**src/rtl/alu_pkg.sv**
```systemverilog
// rtl/alu_pkg.sv - shared opcodes, FSM states and opcode legality helper for alu_arbiter
package alu_pkg;

    localparam int OP_W = 4;

    localparam logic [OP_W-1:0] ALU_ADD = 4'd0;
    localparam logic [OP_W-1:0] ALU_SUB = 4'd1;
    localparam logic [OP_W-1:0] ALU_AND = 4'd2;
    localparam logic [OP_W-1:0] ALU_OR  = 4'd3;
    localparam logic [OP_W-1:0] ALU_XOR = 4'd4;
    localparam logic [OP_W-1:0] ALU_SHL = 4'd5;
    localparam logic [OP_W-1:0] ALU_SHR = 4'd6;
    localparam logic [OP_W-1:0] ALU_MUL = 4'd7;
    localparam logic [OP_W-1:0] ALU_DIV = 4'd8;
    localparam logic [OP_W-1:0] ALU_MOD = 4'd9;

    typedef enum logic [1:0] {IDLE, EXEC, RESP} state_t;

    function automatic logic is_legal_op(input logic [OP_W-1:0] op);
        return op <= ALU_MOD;
    endfunction

endpackage

```
**src/rtl/alu_arbiter_alu.sv**
```systemverilog
// rtl/alu_arbiter_alu.sv - combinational n-bit ALU producing result and {Z,N,V,C}
module alu_arbiter_alu
    import alu_pkg::*;
#(
    parameter int n = 4
) (
    input  logic [OP_W-1:0] op,
    input  logic [n-1:0]    a,
    input  logic [n-1:0]    b,
    output logic [n-1:0]    result,
    output logic [3:0]      flags
);

    logic [n:0]   sum;
    logic [n-1:0] res;
    logic         c;
    logic         v;

    // C is carry-out for ADD and borrow for SUB; V is signed overflow; other ops clear both
    always_comb begin
        sum = '0;
        res = '0;
        c   = 1'b0;
        v   = 1'b0;
        case (op)
            ALU_ADD: begin
                sum = {1'b0, a} + {1'b0, b};
                res = sum[n-1:0];
                c   = sum[n];
                v   = (a[n-1] == b[n-1]) && (res[n-1] != a[n-1]);
            end
            ALU_SUB: begin
                sum = {1'b0, a} - {1'b0, b};
                res = sum[n-1:0];
                c   = sum[n];
                v   = (a[n-1] != b[n-1]) && (res[n-1] != a[n-1]);
            end
            ALU_AND: res = a & b;
            ALU_OR:  res = a | b;
            ALU_XOR: res = a ^ b;
            ALU_SHL: res = a << b;
            ALU_SHR: res = a >> b;
            ALU_MUL: res = a * b;
            ALU_DIV: res = (b == '0) ? '0 : a / b;
            ALU_MOD: res = (b == '0) ? '0 : a % b;
            default: res = '0;
        endcase
    end

    assign result = res;
    assign flags  = {(res == '0), res[n-1], v, c};

endmodule

```
**src/rtl/alu_arbiter.sv**
```systemverilog
// rtl/alu_arbiter.sv - round-robin sharing of one ALU between two valid/ready requesters
module alu_arbiter
    import alu_pkg::*;
#(
    parameter int n     = 4,
    parameter int CNT_W = 8
) (
    input  logic             clk,
    input  logic             rst_n,
    input  logic [1:0]       req_valid,
    output logic [1:0]       req_ready,
    input  logic [OP_W-1:0]  req0_op,
    input  logic [n-1:0]     req0_a,
    input  logic [n-1:0]     req0_b,
    input  logic [OP_W-1:0]  req1_op,
    input  logic [n-1:0]     req1_a,
    input  logic [n-1:0]     req1_b,
    output logic             rsp_valid,
    input  logic             rsp_ready,
    output logic             rsp_id,
    output logic [n-1:0]     rsp_result,
    output logic [3:0]       rsp_flags,
    output logic             rsp_err,
    output logic             busy,
    output logic [CNT_W-1:0] op_count
);

    state_t          state, next_state;
    logic            rr_ptr;
    logic            grant_id;
    logic [1:0]      ready_c;
    logic [OP_W-1:0] cap_op;
    logic [n-1:0]    cap_a, cap_b;
    logic            cap_id;
    logic [n-1:0]    alu_result;
    logic [3:0]      alu_flags;
    logic            op_err;

    always_ff @(posedge clk or negedge rst_n) begin
        if (!rst_n) state <= IDLE;
        else        state <= next_state;
    end

    // rr_ptr names the requester that wins when both are valid
    always_comb begin
        next_state = state;
        ready_c    = 2'b00;
        grant_id   = 1'b0;
        case (state)
            IDLE: begin
                if (|req_valid) begin
                    grant_id   = (req_valid == 2'b11) ? rr_ptr : req_valid[1];
                    ready_c    = grant_id ? 2'b10 : 2'b01;
                    next_state = EXEC;
                end
            end
            EXEC:    next_state = RESP;
            RESP:    if (rsp_ready) next_state = IDLE;
            default: next_state = IDLE;
        endcase
    end

    assign req_ready = ready_c;
    assign busy      = (state != IDLE);
    assign rsp_valid = (state == RESP);

    assign op_err = !is_legal_op(cap_op) ||
                    (((cap_op == ALU_DIV) || (cap_op == ALU_MOD)) && (cap_b == '0));

    alu_arbiter_alu #(.n(n)) u_alu (
        .op     (cap_op),
        .a      (cap_a),
        .b      (cap_b),
        .result (alu_result),
        .flags  (alu_flags)
    );

    always_ff @(posedge clk or negedge rst_n) begin
        if (!rst_n) begin
            rr_ptr     <= 1'b0;
            cap_op     <= '0;
            cap_a      <= '0;
            cap_b      <= '0;
            cap_id     <= 1'b0;
            rsp_id     <= 1'b0;
            rsp_result <= '0;
            rsp_flags  <= '0;
            rsp_err    <= 1'b0;
            op_count   <= '0;
        end else begin
            if ((state == IDLE) && (|req_valid)) begin
                cap_id <= grant_id;
                cap_op <= grant_id ? req1_op : req0_op;
                cap_a  <= grant_id ? req1_a  : req0_a;
                cap_b  <= grant_id ? req1_b  : req0_b;
            end
            if (state == EXEC) begin
                rsp_id     <= cap_id;
                rsp_err    <= op_err;
                rsp_result <= op_err ? '0 : alu_result;
                rsp_flags  <= op_err ? 4'b0000 : alu_flags;
                rr_ptr     <= ~cap_id;
            end
            if ((state == RESP) && rsp_ready && (op_count != '1))
                op_count <= op_count + {{(CNT_W-1){1'b0}}, 1'b1};
        end
    end

endmodule

```
**config.mk**
```make
export PLATFORM = sky130hd
export DESIGN_NAME = alu_arbiter
export DESIGN_NICKNAME = d
export VERILOG_FILES = /design/src/rtl/alu_pkg.sv /design/src/rtl/alu_arbiter_alu.sv /design/src/rtl/alu_arbiter.sv
export SDC_FILE = /design/constraint.sdc
export NUM_CORES = 1
export LEC_CHECK = 0
export CORE_MARGIN = 5
export CORE_UTILIZATION = 45
export CTS_BUF_LIST = sky130_fd_sc_hd__clkbuf_4 sky130_fd_sc_hd__clkbuf_8 sky130_fd_sc_hd__clkbuf_16
export CTS_CLUSTER_DIAMETER = 60
export DETAILED_ROUTE_END_ITERATION = 8
export DONT_BUFFER_PORTS = 1
export GPL_TIMING_DRIVEN = 0
export HOLD_SLACK_MARGIN = 0.05
export PLACE_DENSITY = 0.7
export SYNTH_ARGS = -nofsm -noshare
export SYNTH_HDL_FRONTEND = slang
export SYNTH_SLANG_ARGS = --single-unit
```
**constraint.sdc**
```tcl
create_clock -name clk -period 6.3 [get_ports clk]
set_input_delay 1.26 -clock clk [delete_from_list [all_inputs] [get_ports clk]]
set_output_delay 1.26 -clock clk [all_outputs]
set_load 0.05 [all_outputs]
```
==> metrics.txt <==
outcome complete, no violations; max-cap violations 0; met3 usage around 4.9%; Mapped Area between 0.002 and 0.003 sq mm; Slew headroom between 20% and 30%; DRT iter0 DRCs ~290; most common library cell in the layout ignoring fill and taps nand2_1; CTS Hold Bufs 0; Yosys reg bits 33; Clock Tree Root clkbuf_8; Post-Route WL roughly 7400 microns; Worst-Skew Late Latency 0.28 ns; GRT Max-Usage Layer met2; Residual DRC 0; Final min period between 5 and 6 ns; die area 0.00834 sq mm; Worst Hold Class flop to flop; CTS tree built; NumNets Final roughly 430; CTS Buf Count 5; Synth Area per Inst ~8.2 sq um; RePlAce Congestion 0.921; Final Slew Violations 0; total global routing overflow 0; setup TNS 0 ns; WP data required approximately 6.5 ns; Post-Synthesis Cells roughly 360; Seq/Total Area, Yosys about 28%; I/O pin cnt between 50 and 60; CP Class flop to flop; CP arrival 5.87 ns; crit start category flop; Fmax approximately 0.18 GHz; ant diodes 0; Total GRT Usage between 10% and 20%; H-tree depth 2; via density per instance about 5.9; RSZ-0062 raised after global routing no; die height 91.3 microns; antenna violations before repair 0; Final Hold Fails 0; FP Rows 29; first-pass GRT wire length 12000 microns; commonest cells after routing, fill and taps aside 56 x nand2_1, 42 x nor2_1, 33 x dfrtp_1; Pre-antenna DRT Iters 5; Clock Tree Buf Depth 2; yosys warns 0; post-cts resize count 0; Slew @ Worst Pin approximately 1.1 ns; EDFF count, synth 0; setup bufs post-CTS 0; Async SR Flop Fraction 100%; ANT nets after route 0; Die W 91.3 microns; met1 Use GR between 20% and 30%; syn nets 424; CTS clk-pin slew, worst paths approximately 0.070 ns; Wirelength per Cell roughly 17 microns; Yosys cell types 62; Critical Path End Type flop; Area Overhead vs Synth 6.13%; Via Count 2619; fraction of layout cells with a size suffix above 1 a little under a tenth; pin count of the biggest net entering global routing 34; global routing usage on met2 27.4%; # setup viols final 0; core region area 0.00639 sq mm; Worst Hold Margin ~0.48 ns; initial core utilization 46.6%; skew final between 0.007 and 0.008 ns; CP Max Fanout 10; DP HPWL 5790 microns; ys flop type dfrtp_1; crit share post-route about nine tenths; Sink Count 33; Post-DP Area 0.00307 sq mm; vias in the first global route around 2400; Final Cell Area 0.00316 sq mm; count of input and output buffers 0
layer usage:
metal	part of all wire, %	up-vias
li1	-	1280
met1	45	1211
met3	8.6	13
met5	0	-
met4	1.5	0
met2	45	115
stage by stage:
stage	utilization [%]	cells	worst slack, ns
floorplan	-	362	1.29
global placement	48.1	439	0.774
detailed placement	48.1	439	0.667
CTS	49.5	447	0.650
global route	49.5	447	0.206
finish	49.5	447	0.629
area by class of cell:
cell class / instances / area [sq um]
Clock buffer: 5 / 68.8
Buffer: 18 / 114
Tap cell: 77 / 96.3
Sequential cell: 33 / 826
Multi-Input combinational cell: 291 / 1960
Clock inverter: 3 / 17.5
Fill cell: 609 / 3230
Inverter: 20 / 75.1
kinds of logic after synthesis:
logic type | Yosys count | synth area share [%]
compound gates | 80 | 19.0
xor+xnor | 17 | 5.46
fa+ha+maj | 33 | 14.6
buf+inv | 38 | 6.34
flops | 33 | 27.7
mux | 6 | 2.27
simple gates | 155 | 24.5
critical path, cell delays in order, from the launching register on:
cell	delay, ns
dfrtp_1	0.54
buf_2	0.27
inv_1	0.17
ha_1	0.19
nor4b_1	0.23
a2bb2oi_1	0.31
ha_1	0.30
or4b_1	0.50
nand2_1	0.09
a2bb2oi_2	0.07
ha_1	0.33
o211ai_1	0.10
a21oi_1	0.33
mux2i_1	0.34
inv_1	0.10
fa_1	0.45
a31oi_1	0.29
nor3_1	0.10
a2bb2oi_1	0.17
o211ai_1	0.13
or3_2	0.44
o31ai_2	0.17
cells in the mapped netlist (3+ instances only):
cell type   n  area, sq um
a211oi_1    3         22.5
o211ai_1    4         30.0
fa_1        3         60.1
a21oi_1    13         65.1
o21ai_0    10         50.1
nor2_1     42          158
buf_6       4         45.0
xor2_1      3         26.3
ha_1       30          375
inv_1      18         67.6
a31oi_1    17          106
a21o_1      3         22.5
buf_2       7         35.0
dfrtp_1    33          826
a2bb2oi_1   3         26.3
nand4_1     3         18.8
nand2_1    56          210
mux2i_1     3         30.0
clkbuf_1    5         18.8
nor3_1      8         40.0
xnor2_1    13          114
nand3_1    15         75.1
nand2b_1    5         31.3
nor2b_1     9         56.3
a22o_1      4         35.0
path summary, 6_finish.rpt:
check,from,end,slack [ns],depth (start not counted)
worst min register to register,cap_id,rr_ptr,0.48,1
worst max register to register,cap_b[0],rsp_flags[3],0.63,21
worst max-delay path,cap_b[0],rsp_flags[3],0.63,21
max in group asynchronous,rst_n,cap_b[1],5.55,0
min in group asynchronous,rst_n,rsp_result[1],0.66,0
worst min-delay path,cap_id,rr_ptr,0.48,1
sequential cells by signal, indices dropped and copies added (netlist names):
register	flops
op_count	8
cap_a	4
cap_b	4
cap_op	4
rsp_flags	4
rsp_result	3
state	2
cap_id	1
rr_ptr	1
rsp_err	1
rsp_id	1
Power is not shown: default switching activity piles up to over one toggle a cycle in this logic, so the estimate is an artifact.
